[src/rtl/messbauer_channel_sequencer.sv]
// messbauer_channel_sequencer: swept-dwell Mossbauer spectrum accumulator.
// Each start pulse sweeps channels 0..last_channel and adds each channel's pulse count to memory by RMW.
module messbauer_channel_sequencer #(
   parameter int CHANNEL_WIDTH = 12,
   parameter int COUNT_WIDTH   = 24,
   parameter int DWELL_WIDTH   = 16,
   parameter int PULSE_WIDTH   = 8
) (
   input  logic                     clk,
   input  logic                     rst_n,
   input  logic                     enable,
   input  logic [DWELL_WIDTH-1:0]   dwell,
   input  logic [CHANNEL_WIDTH-1:0] last_channel,
   input  logic                     start,
   input  logic                     detector_pulse,
   input  logic                     clear_status,
   output logic [CHANNEL_WIDTH-1:0] mem_addr,
   output logic                     mem_rd,
   input  logic [COUNT_WIDTH-1:0]   mem_rdata,
   output logic                     mem_wr,
   output logic [COUNT_WIDTH-1:0]   mem_wdata,
   output logic [CHANNEL_WIDTH-1:0] channel,
   output logic                     channel_advance,
   output logic [31:0]              cycle_count,
   output logic                     busy,
   output logic                     overflow,
   output logic                     sync_err
);
   localparam logic [1:0] S_IDLE  = 2'd0;
   localparam logic [1:0] S_ARMED = 2'd1;
   localparam logic [1:0] S_DWELL = 2'd2;
   localparam logic [1:0] R_IDLE  = 2'd0;
   localparam logic [1:0] R_RD    = 2'd1;
   localparam logic [1:0] R_WAIT  = 2'd2;
   localparam logic [1:0] R_WR    = 2'd3;
   logic [1:0]             state, state_nxt, rmw, rmw_nxt;
   logic [DWELL_WIDTH-1:0] dcnt, d_eff;
   logic [PULSE_WIDTH-1:0] pcnt, pcnt_inc, pending;
   logic                   pcnt_full, last_cycle, sweep_end, sweep_go;
   logic [COUNT_WIDTH:0]   sum;
   always_comb begin
      d_eff      = dwell < DWELL_WIDTH'(4) ? DWELL_WIDTH'(4) : dwell;
      pcnt_full  = &pcnt;
      pcnt_inc   = pcnt + PULSE_WIDTH'(detector_pulse && !pcnt_full);
      last_cycle = state == S_DWELL && dcnt == DWELL_WIDTH'(1);
      sweep_end  = last_cycle && channel == last_channel;
      sweep_go   = state == S_ARMED && enable && start;
      state_nxt  = state == S_IDLE  ? (enable ? S_ARMED : S_IDLE)
                 : state == S_ARMED ? (!enable ? S_IDLE : start ? S_DWELL : S_ARMED)
                 : state == S_DWELL ? (!sweep_end ? S_DWELL : enable ? S_ARMED : S_IDLE)
                 : S_IDLE;
      // RMW runs RD -> WAIT -> WR; a dwell of at least 4 keeps launches from overlapping
      rmw_nxt    = rmw == R_RD ? R_WAIT : rmw == R_WAIT ? R_WR : last_cycle ? R_RD : R_IDLE;
      sum        = {1'b0, mem_rdata} + (COUNT_WIDTH + 1)'(pending);
   end
   always_ff @(posedge clk or negedge rst_n) begin
      if (!rst_n) begin
         state           <= S_IDLE;
         rmw             <= R_IDLE;
         dcnt            <= '0;
         pcnt            <= '0;
         pending         <= '0;
         mem_addr        <= '0;
         mem_rd          <= 1'b0;
         mem_wr          <= 1'b0;
         mem_wdata       <= '0;
         channel         <= '0;
         channel_advance <= 1'b0;
         cycle_count     <= '0;
         busy            <= 1'b0;
         overflow        <= 1'b0;
         sync_err        <= 1'b0;
      end else begin
         state           <= state_nxt;
         rmw             <= rmw_nxt;
         busy            <= state_nxt == S_DWELL || rmw_nxt != R_IDLE;
         channel_advance <= sweep_go || (last_cycle && !sweep_end);
         mem_rd          <= rmw_nxt == R_RD;
         mem_wr          <= rmw_nxt == R_WR;
         if (sweep_go) begin
            channel <= '0;
            dcnt    <= d_eff;
            pcnt    <= '0;
         end else if (state == S_DWELL) begin
            dcnt <= last_cycle ? d_eff : dcnt - DWELL_WIDTH'(1);
            pcnt <= last_cycle ? '0 : pcnt_inc;
            if (last_cycle && !sweep_end) channel <= channel + CHANNEL_WIDTH'(1);
         end
         if (last_cycle) begin
            pending  <= pcnt_inc;
            mem_addr <= channel;
         end
         if (sweep_end) cycle_count <= cycle_count + 32'd1;
         if (rmw == R_WAIT) mem_wdata <= sum[COUNT_WIDTH] ? {COUNT_WIDTH{1'b1}} : sum[COUNT_WIDTH-1:0];
         overflow <= (state == S_DWELL && detector_pulse && pcnt_full) ||
                     (rmw == R_WAIT && sum[COUNT_WIDTH]) || (overflow && !clear_status);
         sync_err <= (state == S_DWELL && start) || (sync_err && !clear_status);
      end
   end
endmodule

[config.mk]
export PLATFORM = sky130hd
export DESIGN_NAME = messbauer_channel_sequencer
export DESIGN_NICKNAME = d
export VERILOG_FILES = /design/src/rtl/messbauer_channel_sequencer.sv
export SDC_FILE = /design/constraint.sdc
export NUM_CORES = 1
export LEC_CHECK = 0
export CORE_MARGIN = 2
export CORE_UTILIZATION = 34
export DETAILED_ROUTE_END_ITERATION = 6
export PLACE_DENSITY = 0.54
export SLEW_MARGIN = 40
export SYNTH_ARGS = -nofsm -noshare
export SYNTH_HDL_FRONTEND = slang
export SYNTH_SLANG_ARGS = --single-unit
[constraint.sdc]
create_clock -name clk -period 5.25 [get_ports clk]
set_input_delay 0.7875 -clock clk [delete_from_list [all_inputs] [get_ports clk]]
set_output_delay 0.7875 -clock clk [all_outputs]
set_load 0.05 [all_outputs]
==> results of run 1 <==
-- worst paths after layout --
path / cells past startpoint / endpoint / startpoint / slack, ns
min: 1 / mem_wdata[6] / rst_n / 0.32
max: 9 / mem_wdata[7] / mem_rdata[0] / 1.66
min in group clk: 1 / cycle_count[31] / cycle_count[31] / 0.47
max reg2reg: 8 / mem_wdata[7] / pending[0] / 2.06
max in group asynchronous: 2 / cycle_count[11] / rst_n / 3.92
min reg2reg: 1 / cycle_count[31] / cycle_count[31] / 0.47
-- state kept, by name, indices dropped and copies added, names as in the netlist, 8 cells and up --
name         cells
mem_wdata       24
dcnt            16
mem_addr        12
cycle_count     32
pcnt             8
pending          8
channel         12
-- worst max-delay path: cells and delay by family --
| kind | cells | cell delay [ns] |
|---|---|---|
| and+or+nand+nor | 2 | 0.79 |
| adders and majority gates | 2 | 0.66 |
| buffers and inverters | 1 | 0.41 |
| AOI/OAI and AO/OA | 4 | 1.22 |
-- layer usage --
metal	track usage, %	wire, um
met5	0	0
met4	5.05	218
met3	4.75	982
met2	29.1	8270
met1	24.9	8110
-- logic make-up (layout without fill, tap and decap cells) --
| group | Yosys count | count (layout) | synth area share (%) |
|---|---|---|---|
| simple gates | 269 | 269 | 21.5 |
| compound gates | 125 | 125 | 13.5 |
| flops | 122 | 122 | 48.4 |
| xor+xnor | 68 | 68 | 9.44 |
| buf+inv | 46 | 199 | 3.03 |
| fa+ha+maj | 17 | 17 | 3.49 |
| mux | 4 | 4 | 0.674 |
-- where the power goes --
group / switching [mW] / internal, mW / total [mW] / leakage (nW)
Sequential: 0.152 / 1.12 / 1.27 / 1.55
Combinational: 0.741 / 0.432 / 1.17 / 1.86
Clock: 0.407 / 0.788 / 1.19 / 0.298
Total: 1.30 / 2.34 / 3.64 / 3.71
-- through the flow --
stage	power (mW)	hold slack (ns)	worst slack, ns
global placement	2.44	0.457	1.31
CTS	3.67	0.317	1.68
global route	3.82	0.337	1.40
detailed placement	2.46	0.464	1.24
floorplan	2.03	0.443	2.31
finish	3.64	0.319	1.66
-- cells in the final DEF (no fill, tap or decap), types with 5 or more instances in the layout --
master | Yosys | routed
sky130_fd_sc_hd__clkdlybuf4s50_1 | 0 | 142
sky130_fd_sc_hd__dfrtp_1 | 122 | 122
sky130_fd_sc_hd__nand2_1 | 98 | 98
sky130_fd_sc_hd__nor2_1 | 42 | 41
sky130_fd_sc_hd__xor2_1 | 34 | 34
sky130_fd_sc_hd__xnor2_1 | 34 | 34
sky130_fd_sc_hd__nand3_1 | 33 | 33
sky130_fd_sc_hd__o21ai_0 | 26 | 25
sky130_fd_sc_hd__a21oi_1 | 22 | 22
sky130_fd_sc_hd__inv_1 | 19 | 19
sky130_fd_sc_hd__a31oi_1 | 18 | 18
sky130_fd_sc_hd__clkbuf_16 | 0 | 17
sky130_fd_sc_hd__ha_1 | 16 | 16
sky130_fd_sc_hd__nand4_1 | 15 | 15
sky130_fd_sc_hd__and3_1 | 15 | 15
sky130_fd_sc_hd__nor3_1 | 13 | 13
sky130_fd_sc_hd__nor4_1 | 13 | 13
sky130_fd_sc_hd__o211ai_1 | 9 | 9
sky130_fd_sc_hd__and4_1 | 7 | 7
sky130_fd_sc_hd__o22a_1 | 7 | 7
sky130_fd_sc_hd__buf_4 | 0 | 7
sky130_fd_sc_hd__a21o_1 | 6 | 6
sky130_fd_sc_hd__a221o_1 | 6 | 6
sky130_fd_sc_hd__or3_1 | 6 | 5
sky130_fd_sc_hd__o31ai_1 | 5 | 5
-- final cells by class --
| cell class | instances | area [sq um] |
|---|---|---|
| flip-flops and latches | 122 | 3050 |
| multi-input cells | 483 | 3080 |
| well taps | 229 | 287 |
| clock buffers | 22 | 484 |
| repair buffers | 149 | 1470 |
| clock inverters | 8 | 118 |
| fillers | 1673 | 9510 |
| inverters | 20 | 75.1 |
==> summary.md, run 1 <==
| Metric | Value |
|---|---|
| Status | `finished, final reports clean` |
| Via/cell ratio | `5.28` |
| Total iterations of the first detailed-routing run | `5` |
| DR iter-0 viols | `290` |
| Placeable core region | `0.0181 sq mm` |
| VDD IR-drop max | `230 uV` |
| Antenna violations before repair | `0` |
| Number of global-route vias before repair | `5447` |
| CTS tree | `built` |
| Number of ports placed on the die boundary | `144` |
| Worst-path clk slew | `0.05 ns` |
| Via Count | `5455` |
| Number of cells in the design after placement | `1003` |
| Critical path start-end classification | `in2reg` |
| Final core utilization | `47.4%` |
| Slew at the pin closest to its max-slew limit | `0.764 ns` |
| Remaining Overflow, GRT | `0` |
| Starting density of the core | `34.9%` |
| Critical Path Max Stage Delay | `0.49 ns` |
| WL final | `17.6 mm` |
| Number of buffers added for setup after CTS | `0` |
| Top FF cell, synth | `sky130_fd_sc_hd__dfrtp_1` |
| Final setup violation count | `0` |
| Biggest area consumer among synthesized cells | `sky130_fd_sc_hd__dfrtp_1` |
| Share of flip-flops with an asynchronous set or reset | `100%` |
| Antenna Cells | `0` |
| Floorplan die area | `0.0197 sq mm` |
| Maximum clock path buffer count | `2` |
| Data arrival, critical path | `3.87 ns` |
| Height of the die | `140 um` |
| Gate count after technology mapping | `651` |
| Count of flip-flops with a built-in enable after synthesis | `0` |
| Number of buffers inserted during clock tree synthesis | `17` |
| Largest fanout on the critical path | `14` |
| TritonCTS sink count | `122` |
| Number of synthesized register bits | `122` |
| Clock root cell | `sky130_fd_sc_hd__clkbuf_16` |
| Total number of yosys warnings | `0` |
| Number of violations of the max-capacitance limit | `0` |
| Sequential area share after synthesis | `48.4%` |
| Count of instances resized after the clock tree is built | `0` |
| Die span in x | `140 um` |
| Required arrival time at the worst endpoint | `5.54 ns` |
| Maximum achievable frequency | `279 MHz` |
| CP Cell Sequence | `clkdlybuf4s50_1, ha_1, fa_1, a21o_1, a221oi_2, o22ai_1, nand3b_1, nand2_1, o32a_1` |
| Placer Congestion | `0.825` |
| Synth cell count leaders | `sky130_fd_sc_hd__dfrtp_1 (122), sky130_fd_sc_hd__nand2_1 (98), sky130_fd_sc_hd__nor2_1 (42), sky130_fd_sc_hd__xnor2_1 (34), sky130_fd_sc_hd__xor2_1 (34)` |
| Synth cell types | `64` |
| Cell area after placement | `0.00797 sq mm` |
| Max stage delay cell, worst path | `sky130_fd_sc_hd__nand3b_1` |
| Max H-tree Level | `4` |
| Clock period minus worst slack | `3.59 ns` |
| Row count | `49` |
| Quantity of I/O buffers inserted on ports | `143` |
| Setup Skew | `0.00695 ns` |
| Drt drc | `0` |
| RSZ-0062 raised after global routing | `no` |
| Element type at the critical path start | `input port` |
| Final hold violation count | `0` |
| Final worst path period share | `68.3%` |
| Number of pins exceeding their max-slew limit in the final report | `0` |
| Total Nets Final | `868` |
| Worst slew margin relative to its limit | `48.6%` |
| Cells taking the most area after synthesis | `sky130_fd_sc_hd__dfrtp_1 (48%), sky130_fd_sc_hd__nand2_1 (5.8%), sky130_fd_sc_hd__xnor2_1 (4.7%), sky130_fd_sc_hd__xor2_1 (4.7%), sky130_fd_sc_hd__ha_1 (3.2%)` |
| Cell area after layout | `0.00857 sq mm` |
| Power per Cell Area | `425 mW/mm^2` |
| Global router's overall resource usage | `18.3%` |
| Clock insertion delay at the later pin of the skew report | `0.41 ns` |
| Total negative slack | `0 ns` |
| Maximum number of pins on one net before global-route repair | `51` |
| Sum of net half-perimeters after detailed placement | `12.8 mm` |
| CP endpoint kind | `flop` |
| Wire length of the first global-routing pass | `28.8 mm` |
| Post-DR wirelength/cell | `17.0 um` |
| Library cell with the highest instance count after synthesis | `sky130_fd_sc_hd__dfrtp_1` |
| Post-synthesis to final-layout area growth | `35.9%` |
| Area share of the largest cell type after synthesis | `48.4%` |
| Fraction of final layout cells with drive strength greater than 1 | `6.47%` |
| Number of routed nets with antenna violations | `0` |
| Final non-filler cell total | `1033` |
| Leakage | `3.71 nW` |
| Number of nets produced by synthesis | `726` |
| Average cell area after synthesis | `9.69 sq um` |
| Classification of the worst-slack hold path | `in2async` |
| Number of hold buffers added after CTS | `0` |
| Area of the mapped netlist | `0.00631 sq mm` |
No activity file was read; power rests on OpenSTA's default activity.
==> run 2: changes to the inputs <==
- PLACE_DENSITY: 0.54 -> 0.56
- clock period: 5.25 -> 2.95 ns (I/O delays scaled with it)
==> run 2 against run 1 <==
Compared with the run above: critical path depth did not move; non-clock buffer count rose by 18; clock power rose by 87%; global-route usage rose by 0.12 points; die area did not move; highest routed layer unchanged; largest cell class unchanged; cell area rose by 2.3%; clock skew rose by 0.0015 ns; via count rose by 3.3%; worst setup slack got worse by 1.3 ns.
==> summary.md, run 2 (synthesis gave the netlist of run 1 again) <==
| Metric | Value |
|---|---|
| Leakage | `3.81 nW` |
| Filler cell count | `1652` |
| Quantity of I/O buffers inserted on ports | `143` |
| Number of buffers inserted during clock tree synthesis | `17` |
| Status | `finished, final reports clean` |
| RSZ-0062 raised after global routing | `no` |
| Total Nets Final | `886` |
| TritonCTS sink count | `122` |
| Max H-tree Level | `4` |
| Setup Skew | `0.00845 ns` |
| Setup slack, reg-to-reg | `0.44 ns` |
| Largest fanout on the critical path | `4` |
| Data arrival, critical path | `2.84 ns` |
| Clock insertion delay at the later pin of the skew report | `0.42 ns` |
| Most frequent cells in the layout | `sky130_fd_sc_hd__clkdlybuf4s50_1 (142), sky130_fd_sc_hd__dfrtp_1 (122), sky130_fd_sc_hd__nand2_1 (98), sky130_fd_sc_hd__nor2_1 (42)` |
| Element type at the critical path start | `input port` |
| Worst-path clk slew | `0.05 ns` |
| Antenna Cells | `0` |
| Via/cell ratio | `5.36` |
| Count of instances resized after the clock tree is built | `0` |
| Number of ports placed on the die boundary | `144` |
| Maximum clock path buffer count | `2` |
| Post-DR wirelength/cell | `16.9 um` |
| Global router's overall resource usage | `18.4%` |
| Placeable core region | `0.0181 sq mm` |
| Via Count | `5635` |
| Number of global-route vias before repair | `5501` |
| Row count | `49` |
| Clock root cell | `sky130_fd_sc_hd__clkbuf_16` |
| Number of violations of the max-capacitance limit | `0` |
| Antenna violations before repair | `0` |
| Number of buffers added for setup after CTS | `0` |
| Top register by number of flip-flops | `cycle_count` |
| Total negative slack | `0 ns` |
| CP endpoint kind | `flop` |
| DR iter-0 viols | `349` |
| Worst slew margin relative to its limit | `57.4%` |
| Clock period minus worst slack | `2.55 ns` |
| Slew at the pin closest to its max-slew limit | `0.639 ns` |
| Power per Cell Area | `755 mW/mm^2` |
| Most common cell after layout, fill and taps aside | `sky130_fd_sc_hd__clkdlybuf4s50_1` |
| Die span in x | `140 um` |
| Final hold violation count | `0` |
| Final worst path period share | `86.3%` |
| Maximum achievable frequency | `393 MHz` |
| Post-synthesis to final-layout area growth | `38.9%` |
| Wire length of the first global-routing pass | `28.8 mm` |
| Worst setup slack after placement | `-0.0176 ns` |
| CTS tree | `built` |
| Max FFs per register | `32` |
| Placer Congestion | `0.872` |
| Fraction of final layout cells with drive strength greater than 1 | `8.27%` |
| Floorplan die area | `0.0197 sq mm` |
| Drt drc | `0` |
| Number of hold buffers added after CTS | `0` |
| Maximum number of pins on one net before global-route repair | `60` |
| Launch instance of the worst register-to-register path | `channel[6]` |
| Number of routed nets with antenna violations | `0` |
| VDD IR-drop max | `422 uV` |
| Remaining Overflow, GRT | `0` |
| Height of the die | `140 um` |
| Sum of net half-perimeters after detailed placement | `13.1 mm` |
| Final Worst Setup Slack | `0.404 ns` |
| Total iterations of the first detailed-routing run | `4` |
| Critical path start-end classification | `in2reg` |
| WL final | `17.8 mm` |
| Final setup violation count | `0` |
| Worst R2R End | `cycle_count[7]` |
| R2r worst-path depth | `7` |
| Required arrival time at the worst endpoint | `3.25 ns` |
| Number of pins exceeding their max-slew limit in the final report | `0` |
| Largest registers ranked by flip-flop count | `cycle_count: 32 flops, mem_wdata: 24 flops, dcnt: 16 flops` |
| Classification of the worst-slack hold path | `in2async` |
| Starting density of the core | `34.9%` |
## run 2: worst max path at each step
stage,startpoint,to,slack [ns],cells past startpoint
floorplan,mem_rdata[0],mem_wdata[18],0.35,9
global placement,mem_rdata[0],mem_wdata[20],0.04,10
detailed placement,mem_rdata[0],mem_wdata[16],-0.02,9
CTS,mem_rdata[0],mem_wdata[16],0.40,9
global route,dcnt[11],cycle_count[20],0.20,7
finish,mem_rdata[0],mem_wdata[16],0.40,9
## run 2: layout make-up
type / count / area [sq um] / area share [%]
Clock buffer: 23 / 498 / 5.68
Clock inverter: 7 / 138 / 1.57
Inverter: 20 / 75.1 / 0.856
Multi-Input combinational cell: 483 / 3080 / 35.1
Sequential cell: 122 / 3050 / 34.8
Tap cell: 229 / 287 / 3.27
Timing Repair Buffer: 167 / 1640 / 18.7
## run 2: stage by stage
step                      util (%)  instances  instance area, sq um  power, mW  hold slack (ns)
final                         48.5       1051                  8770       6.62          0.00211
after CTS                     48.4       1051                  8760       6.68            0.134
after detailed placement      44.9       1021                  8130       4.42            0.459
after global placement        44.9       1021                  8130       4.36            0.455
after global routing          48.5       1051                  8770       6.93           0.0343
after floorplan                  -        651                  6310       3.62            0.147
## run 2: routing by layer
metal / routed length, um / track usage, % / vias to the layer above
met5: 0 / 0 / -
met4: 300 / 6.65 / 0
li1: - / - / 2668
met1: 8230 / 24.4 / 2763
met2: 8310 / 30.0 / 179
met3: 926 / 3.83 / 25
## run 2: report_power, final
part / internal (mW) / switching (mW) / total, mW
sequential: 1.99 / 0.278 / 2.27
clock: 1.51 / 0.716 / 2.23
combinational: 0.793 / 1.33 / 2.12
## run 2: critical path: stages
cell and delay, ns:
sky130_fd_sc_hd__clkdlybuf4s50_1 0.42, sky130_fd_sc_hd__ha_1 0.23, sky130_fd_sc_hd__fa_1 0.40, sky130_fd_sc_hd__a21o_1 0.22, sky130_fd_sc_hd__a221oi_2 0.26, sky130_fd_sc_hd__o22ai_1 0.17
sky130_fd_sc_hd__and2_0 0.23, sky130_fd_sc_hd__buf_4 0.17, sky130_fd_sc_hd__o311a_1 0.28
==> run 3: changes to the inputs <==
- CORE_UTILIZATION: 34 -> 45
- PLACE_DENSITY: 0.56 -> 0.72
==> run 3 against run 2 <==
Compared with the run above: clock-buffer cell count is 1 lower; via count decreased by 1.1%; routed wire length down 3.8%; worst setup slack got worse by 0.16 ns; non-clock buffer count did not move; total power is 0.71% lower; maximum frequency fell by 5.9%; hold slack improved by 0.47 ns; first-iteration DRC count grew 36%; register-to-register slack got worse by 0.20 ns; critical endpoint is now cycle_count[26].
==> summary.md, run 3 (synthesis gave the netlist of run 1 again) <==
| Metric | Value |
|---|---|
| Status | `finished, final reports clean` |
| Final hold violation count | `0` |
| TritonCTS sink count | `122` |
| Wire length of the first global-routing pass | `27.2 mm` |
| Final setup violation count | `0` |
| Total Nets Final | `886` |
| Slew at the pin closest to its max-slew limit | `0.675 ns` |
| Worst slew margin relative to its limit | `54.6%` |
| Clock period minus worst slack | `2.71 ns` |
| Maximum clock path buffer count | `2` |
| Critical path start-end classification | `reg2reg` |
| Remaining Overflow, GRT | `0` |
| Clock root cell | `sky130_fd_sc_hd__clkbuf_16` |
| Max FFs per register | `32` |
| Drt drc | `0` |
| DR iter-0 viols | `473` |
| Final worst path period share | `91.8%` |
| WL final | `17.1 mm` |
| Final non-filler cell total | `1001` |
| Power per Cell Area | `758 mW/mm^2` |
| Largest registers ranked by flip-flop count | `cycle_count: 32 flops, mem_wdata: 24 flops, dcnt: 16 flops` |
| Die span in x | `122 um` |
| Most common cell after layout, fill and taps aside | `sky130_fd_sc_hd__clkdlybuf4s50_1` |
| End of the critical path | `cycle_count[26]` |
| Floorplan die area | `0.0150 sq mm` |
| Classification of the worst-slack hold path | `reg2reg` |
| Number of global-route vias before repair | `5405` |
| Count of buffering cells on the critical path with inverters included | `1` |
| Maximum number of pins on one net before global-route repair | `61` |
| Kind of cell with the highest combined delay on the critical path | `simple AND/OR/NAND/NOR gates` |
| Leakage | `3.80 nW` |
| Post-synthesis to final-layout area growth | `37.5%` |
| Max stage delay cell, worst path | `sky130_fd_sc_hd__or3_1` |
| Via/cell ratio | `5.57` |
| Largest fanout on the critical path | `10` |
| Fraction of final layout cells with drive strength greater than 1 | `7.92%` |
| Crit. path cell count | `7` |
| Element type at the critical path start | `flop` |
| Beginning of the critical path | `dcnt[11]` |
| Maximum achievable frequency | `369 MHz` |
| Launch instance of the worst register-to-register path | `dcnt[11]` |
| Antenna violations before repair | `0` |
| Setup slack, reg-to-reg | `0.24 ns` |
| Row count | `43` |
| R2r worst-path depth | `7` |
| Number of ports placed on the die boundary | `144` |
| Data arrival, critical path | `3.00 ns` |
| Sum of net half-perimeters after detailed placement | `12.3 mm` |
| Count of instances resized after the clock tree is built | `0` |
| Number of cells in the design after placement | `971` |
| Antenna Cells | `0` |
| Number of buffers inserted during clock tree synthesis | `17` |
| CTS tree | `built` |
| Total iterations of the first detailed-routing run | `6` |
| Number of routed nets with antenna violations | `0` |
| Worst R2R End | `cycle_count[26]` |
| Placeable core region | `0.0138 sq mm` |
| Top register by number of flip-flops | `cycle_count` |
| Number of buffers added for setup after CTS | `0` |
| Via Count | `5575` |
| Worst-path clk slew | `0.05 ns` |
| Placer Congestion | `0.885` |
| CP Cell Sequence | `nor3_1, nand4_2, or3_1, nor4_1, buf_4, or3b_1, xnor2_1` |
| Filler cell count | `1205` |
| Critical Path Max Stage Delay | `0.58 ns` |
| CP endpoint kind | `flop` |
| RSZ-0062 raised after global routing | `no` |
| Max H-tree Level | `4` |
| Clock insertion delay at the later pin of the skew report | `0.42 ns` |
| Quantity of I/O buffers inserted on ports | `143` |
| Worst hold slack | `0.467 ns` |
| Total negative slack | `0 ns` |
| Post-DR wirelength/cell | `17.1 um` |
| Required arrival time at the worst endpoint | `3.25 ns` |
| Setup Skew | `0.00779 ns` |
| Starting density of the core | `45.8%` |
| Height of the die | `122 um` |
| VDD IR-drop max | `395 uV` |
| Number of violations of the max-capacitance limit | `0` |
| Number of pins exceeding their max-slew limit in the final report | `0` |
| Most frequent cells in the layout | `sky130_fd_sc_hd__clkdlybuf4s50_1 (142), sky130_fd_sc_hd__dfrtp_1 (122), sky130_fd_sc_hd__nand2_1 (98), sky130_fd_sc_hd__nor2_1 (42)` |
| Global router's overall resource usage | `23.5%` |
[run 3: worst register-to-register path: cells and delay by family (launching register included)]
kind          cells  cell delay (ns)
simple gates      5             1.85
flops             1             0.42
buf+inv           1             0.18
xor+xnor          1             0.14
[run 3: how the worst min path moves through the flow]
| stage | startpoint | to | slack, ns | depth (start not counted) |
|---|---|---|---|---|
| 2_1_floorplan | rst_n | busy | 0.15 | 0 |
| 3_3_place_gp | rst_n | cycle_count[22] | 0.39 | 1 |
| 3_5_place_dp | rst_n | cycle_count[21] | 0.39 | 1 |
| 4_1_cts | mem_addr[1] | mem_addr[1] | 0.48 | 2 |
| 5_1_grt | mem_addr[1] | mem_addr[1] | 0.48 | 2 |
| 6_report | cycle_count[31] | cycle_count[31] | 0.47 | 1 |
[run 3: layout make-up]
class	count	area, sq um	area share, %
clock buffers	22	484	5.58
clock inverters	7	140	1.62
inverters	20	75.1	0.866
multi-input cells	483	3070	35.4
flip-flops and latches	122	3050	35.2
well taps	180	225	2.60
repair buffers	167	1620	18.7
[run 3: power breakdown]
part,switching [mW],internal [mW],total [mW],leakage (nW)
combinational,1.32,0.794,2.12,1.95
clock,0.713,1.49,2.20,0.300
sequential,0.266,1.99,2.26,1.55
[run 3: through the flow]
step           util (%)  area (sq um)  total power, mW  setup WS, ns
6_report           63.0          8670             6.57         0.243
5_1_grt            63.0          8670             6.88        0.0422
4_1_cts            63.0          8670             6.62         0.285
3_5_place_dp       58.4          8040             4.40       -0.0242
3_3_place_gp       58.4          8040             4.34        0.0176
2_1_floorplan         -          6310             3.62         0.352
[run 3: routing by layer]
| metal | vias to the layer above | GRT usage [%] | routed length [um] | part of all wire (%) |
|---|---|---|---|---|
| li1 | 2660 | - | - | - |
| met1 | 2681 | 30.9 | 7470 | 44 |
| met2 | 207 | 38.3 | 8320 | 49 |
| met3 | 27 | 4.46 | 946 | 5.5 |
| met4 | 0 | 9.77 | 347 | 2.0 |
| met5 | - | 0 | 0 | 0 |
[run 3: timing repair]
action                                  4_1_cts  5_1_grt
hold endpoints to repair                     27        0
endpoints found under the setup margin        0        0
hold buffers                                  1        0
==> edit 1: new RTL, config.mk and constraints of run 3 <==
Register the output `cycle_count` once more; this adds one clock of latency there. The other outputs are not delayed to match.
--- a/src/rtl/messbauer_channel_sequencer.sv
+++ b/src/rtl/messbauer_channel_sequencer.sv
@@ -33,6 +33,8 @@
    localparam logic [1:0] R_RD    = 2'd1;
    localparam logic [1:0] R_WAIT  = 2'd2;
    localparam logic [1:0] R_WR    = 2'd3;
+
+   logic [31:0] cycle_count_s0;
    logic [1:0]             state, state_nxt, rmw, rmw_nxt;
    logic [DWELL_WIDTH-1:0] dcnt, d_eff;
    logic [PULSE_WIDTH-1:0] pcnt, pcnt_inc, pending;
@@ -66,7 +68,7 @@
          mem_wdata       <= '0;
          channel         <= '0;
          channel_advance <= 1'b0;
-         cycle_count     <= '0;
+         cycle_count_s0  <= '0;
          busy            <= 1'b0;
          overflow        <= 1'b0;
          sync_err        <= 1'b0;
@@ -90,12 +92,16 @@
             pending  <= pcnt_inc;
             mem_addr <= channel;
          end
-         if (sweep_end) cycle_count <= cycle_count + 32'd1;
+         if (sweep_end) cycle_count_s0 <= cycle_count_s0 + 32'd1;
          if (rmw == R_WAIT) mem_wdata <= sum[COUNT_WIDTH] ? {COUNT_WIDTH{1'b1}} : sum[COUNT_WIDTH-1:0];
          overflow <= (state == S_DWELL && detector_pulse && pcnt_full) ||
                      (rmw == R_WAIT && sum[COUNT_WIDTH]) || (overflow && !clear_status);
          sync_err <= (state == S_DWELL && start) || (sync_err && !clear_status);
       end
    end
+   always_ff @(posedge clk) begin
+      cycle_count <= cycle_count_s0;
+   end
+
 endmodule
 
Formal check against the unedited RTL: not equivalent (Yosys sat finds a counterexample within 10 cycles, from zero or initial values and one cycle with rst_n low).
==> edit 1 against run 3 <==
Sequential share of layout area rose by 4.2 points; area after synthesis rose by 11%; largest power group unchanged; wire length rose by 4.0%; power rose by 15%; first-iteration DRC count fell by 23%; worst setup slack improved by 0.15 ns; critical endpoint is now mem_wdata[6]; cell area rose by 8.0%; count of clock-buffer cells in the layout fell by 5; sequential cell count rose by 32.
==> edit 1: results (changes against run 3) <==
- Gp weighted congestion: 0.871 (-1.5%)
- Inst Count DP: 1028 (+5.9%)
- Grt met1 use: 28.6% (-2.3 points)
- Pwr dens: 806 nW/um^2 (+6.3%)
- Power Clock: 2.25 mW (+2%)
- Final net count: 934 (+5.4%)
- Reg2reg setup slack: 0.49 ns (+0.25 ns)
- Status: completed
- Worst hold path class: in2async
- Synth Net Count: 772 (+6.3%)
- Setup WS pre-CTS: -0.0394 ns (-0.0152 ns)
- Slew @ Worst Pin: 0.723 ns (+0.0471 ns)
- Top post-synthesis cells by area: dfrtp_1 (44%), dfxtp_1 (9.2%), nand2_1 (5.9%)
- Delay-heaviest family, CP: compound AO/OA/AOI/OAI gates
- Leakage: 4.07 nW (+7.2%)
- Number of synthesized register bits: 154 (+26%)
- Synth async-reset ratio: 79.2% (-21 points)
- Dpl cell area: 8740 um^2 (+8.7%)
- Worst reg2reg path depth: 9 (+2)
- Filler Cells Inserted: 1299 (+7.8%)
- Share of post-route cells with drive strength above 1: 7.57% (-0.35 points)
- Gr usage total: 22.2% (-1.3 points)
- Non-filler instance count after layout: 1060 (+5.9%)
- Clock-pin transition on the worst setup and hold timing paths: 0.07 ns (+0.02 ns)
- Crit path to: mem_wdata[6]
- Met3 Resource Use GR: 4.86% (+0.40 points)
- CP max stage cell: clkdlybuf4s50_1
- Synth top cells by count: dfrtp_1 (122), nand2_1 (110), o21ai_0 (43)
- First-pass GRT wire length: 28.8 mm (+6.1%)
==> edit 1: layout make-up <==
cell class	count	area (um^2)	share of cell area [%]
clock buffer	17	425	4.54
sequential	154	3690	39.4
clock inverter	15	205	2.19
inverter	17	63.8	0.681
tap	188	235	2.51
multi-input combinational	503	3130	33.4
timing repair buffer	166	1610	17.2
==> edit 1: logic make-up (layout without fill, tap and decap cells) <==
group           count (synthesis)  in the layout  synth area share [%]
fa+ha+maj                      17             17                  3.15
buf+inv                        40            215                  2.36
mux                             4              4                 0.591
simple gates                  279            279                  20.2
compound gates                138            138                  12.7
xor+xnor                       65             65                  8.15
flops                         154            154                  52.9
==> edit 1: routing by layer <==
layer  vias to the layer above  part of all wire, %  routed length (um)
met4                         0                  2.3                 415
met2                       237                   48                8580
li1                       2802                    -                   -
met5                         -                    0                   0
met1                      2837                   43                7630
met3                        40                  6.4                1140
==> edit 2: new RTL, flow settings as in run 3 <==
Without the edit above. `DWELL_WIDTH`: 16 -> 12.
--- a/src/rtl/messbauer_channel_sequencer.sv
+++ b/src/rtl/messbauer_channel_sequencer.sv
@@ -3,7 +3,7 @@
 module messbauer_channel_sequencer #(
    parameter int CHANNEL_WIDTH = 12,
    parameter int COUNT_WIDTH   = 24,
-   parameter int DWELL_WIDTH   = 16,
+   parameter int DWELL_WIDTH   = 12,
    parameter int PULSE_WIDTH   = 8
 ) (
    input  logic                     clk,
Ports: changed (resized dwell); port bits go from 144 to 140. The function was not compared with the original's and may differ.
==> edit 2 against run 3 <==
Area after synthesis rose by 0.38%; worst setup slack improved by 0.059 ns; die area is 0.36% higher; power grew 0.85%; cell area is 0.74% lower; hold slack worse by 0.37 ns; sequential cell count is 4 lower; sequential share of layout area shrank 0.90 points; synthesized cell count down 0.31%; wire length fell by 2.1%; largest power group is now combinational cells.
==> edit 2: results (changes against run 3) <==
- Global Route met2 Usage: 37.7% (-0.63 points)
- Via density: 5.82 (+4.5%)
- Filler Cells Inserted: 1168 (-3.1%)
- Wire length on met2: 7.96 mm (-4.3%)
- Largest stage delay on the critical path: 0.42 ns (-0.16 ns)
- Max Buffers Root-to-Sink: 2 (unchanged)
- Non-filler instance count after layout: 993 (-0.80%)
- Iteration count of the initial detailed-routing pass: 5 (-1)
- CP Launch Type: register
- Compound-Gate Fraction of Synth Area: 15.3% (+1.8 points)
- Gp weighted congestion: 0.886 (+0.19%)
- Top post-synthesis cells by area: dfrtp_1 (47%), nand2_1 (5.3%), xor2_1 (5.0%)
- Distinct cells, synth: 65 (+1.6%)
- Gr usage total: 23.1% (-0.41 points)
- Slew @ Worst Pin: 0.745 ns (+0.0697 ns)
- CP max stage cell: nand4_1
- Number of global-route vias before repair: 5633 (+4.2%)
- Synth top cells by count: dfrtp_1 (118), nand2_1 (89), xor2_1 (36)
- Seq/Total Area, Yosys: 46.6% (-1.8 points)
- Met3 Resource Use GR: 5.39% (+0.93 points)
- Final net count: 872 (-1.6%)
- Worst hold path class: in2async
- Post-synthesis adder-cell area fraction: 3.48% (-0.013 points)
- Port bufs: 139 (-2.8%)
- Largest net degree at the start of global routing: 56 (-8.2%)
- Syn_area_per_cell: 9.76 um^2 (+0.69%)
- Ys Warns: 0 (unchanged)
- Grt met1 use: 29.9% (-1.0 points)
- Post-CTS setup buffer count: 0 (unchanged)
- Status: completed
- WL final: 16.7 mm (-2.1%)
- First-pass GRT wire length: 27.4 mm (+0.99%)
- Leakage: 3.77 nW (-0.87%)
- Worst reg2reg path depth: 8 (+1)
- XOR/XNOR Fraction of Synth Area: 8.85% (-0.59 points)
- Share of post-route cells with drive strength above 1: 7.50% (-0.41 points)
- Proportion of synthesized area in mux cells: 1.13% (+0.45 points)
- Synth async-reset ratio: 100% (unchanged)
- WP data arrival: 2.98 ns (-0.02 ns)
- DPL Wire Length: 12.1 mm (-2.1%)
- RR Startpoint: dcnt[1]
- Cts bufs inserted: 17 (unchanged)
- Crit path to: cycle_count[7]
- Met3 WL: 1.11 mm (+17%)
- Worst Skew: 0.00776 ns (-0.0000263 ns)
- Reg2reg setup slack: 0.30 ns (+0.06 ns)
- Top Registers: cycle_count (32), mem_wdata (24)
- Top_reg_cell synth: dfrtp_1
- Wire length on met1: 7.40 mm (-0.94%)
- Worst hold margin: 0.0970 ns (-0.370 ns)
- Synth Net Count: 720 (-0.83%)
- Peak VDD IR: 0.475 mV (+20%)
- Initial DRC Count: 514 (+8.7%)
==> edit 2: cell type report <==
type / count / share of cell area [%]
flip-flops and latches: 118 / 34.3
clock buffers: 22 / 5.51
repair buffers: 160 / 18.3
multi-input cells: 483 / 37.0
inverters: 21 / 0.916
clock inverters: 9 / 1.45
well taps: 180 / 2.62
==> edit 2: metrics by stage <==
step                util (%)  setup slack [ns]  power [mW]  cell area [um^2]
global route            62.3             0.104        6.95              8610
detailed placement      57.9           -0.0532        4.55              8010
floorplan                  -             0.361        3.72              6330
global placement        57.9           -0.0198        4.49              8010
CTS                     62.2             0.338        6.67              8600
finish                  62.3             0.302        6.63              8610
==> edit 2: power by group <==
part / internal, mW / leakage (nW) / switching, mW
logic: 0.870 / 2.00 / 1.42
registers: 1.95 / 1.48 / 0.279
clock network: 1.38 / 0.292 / 0.726
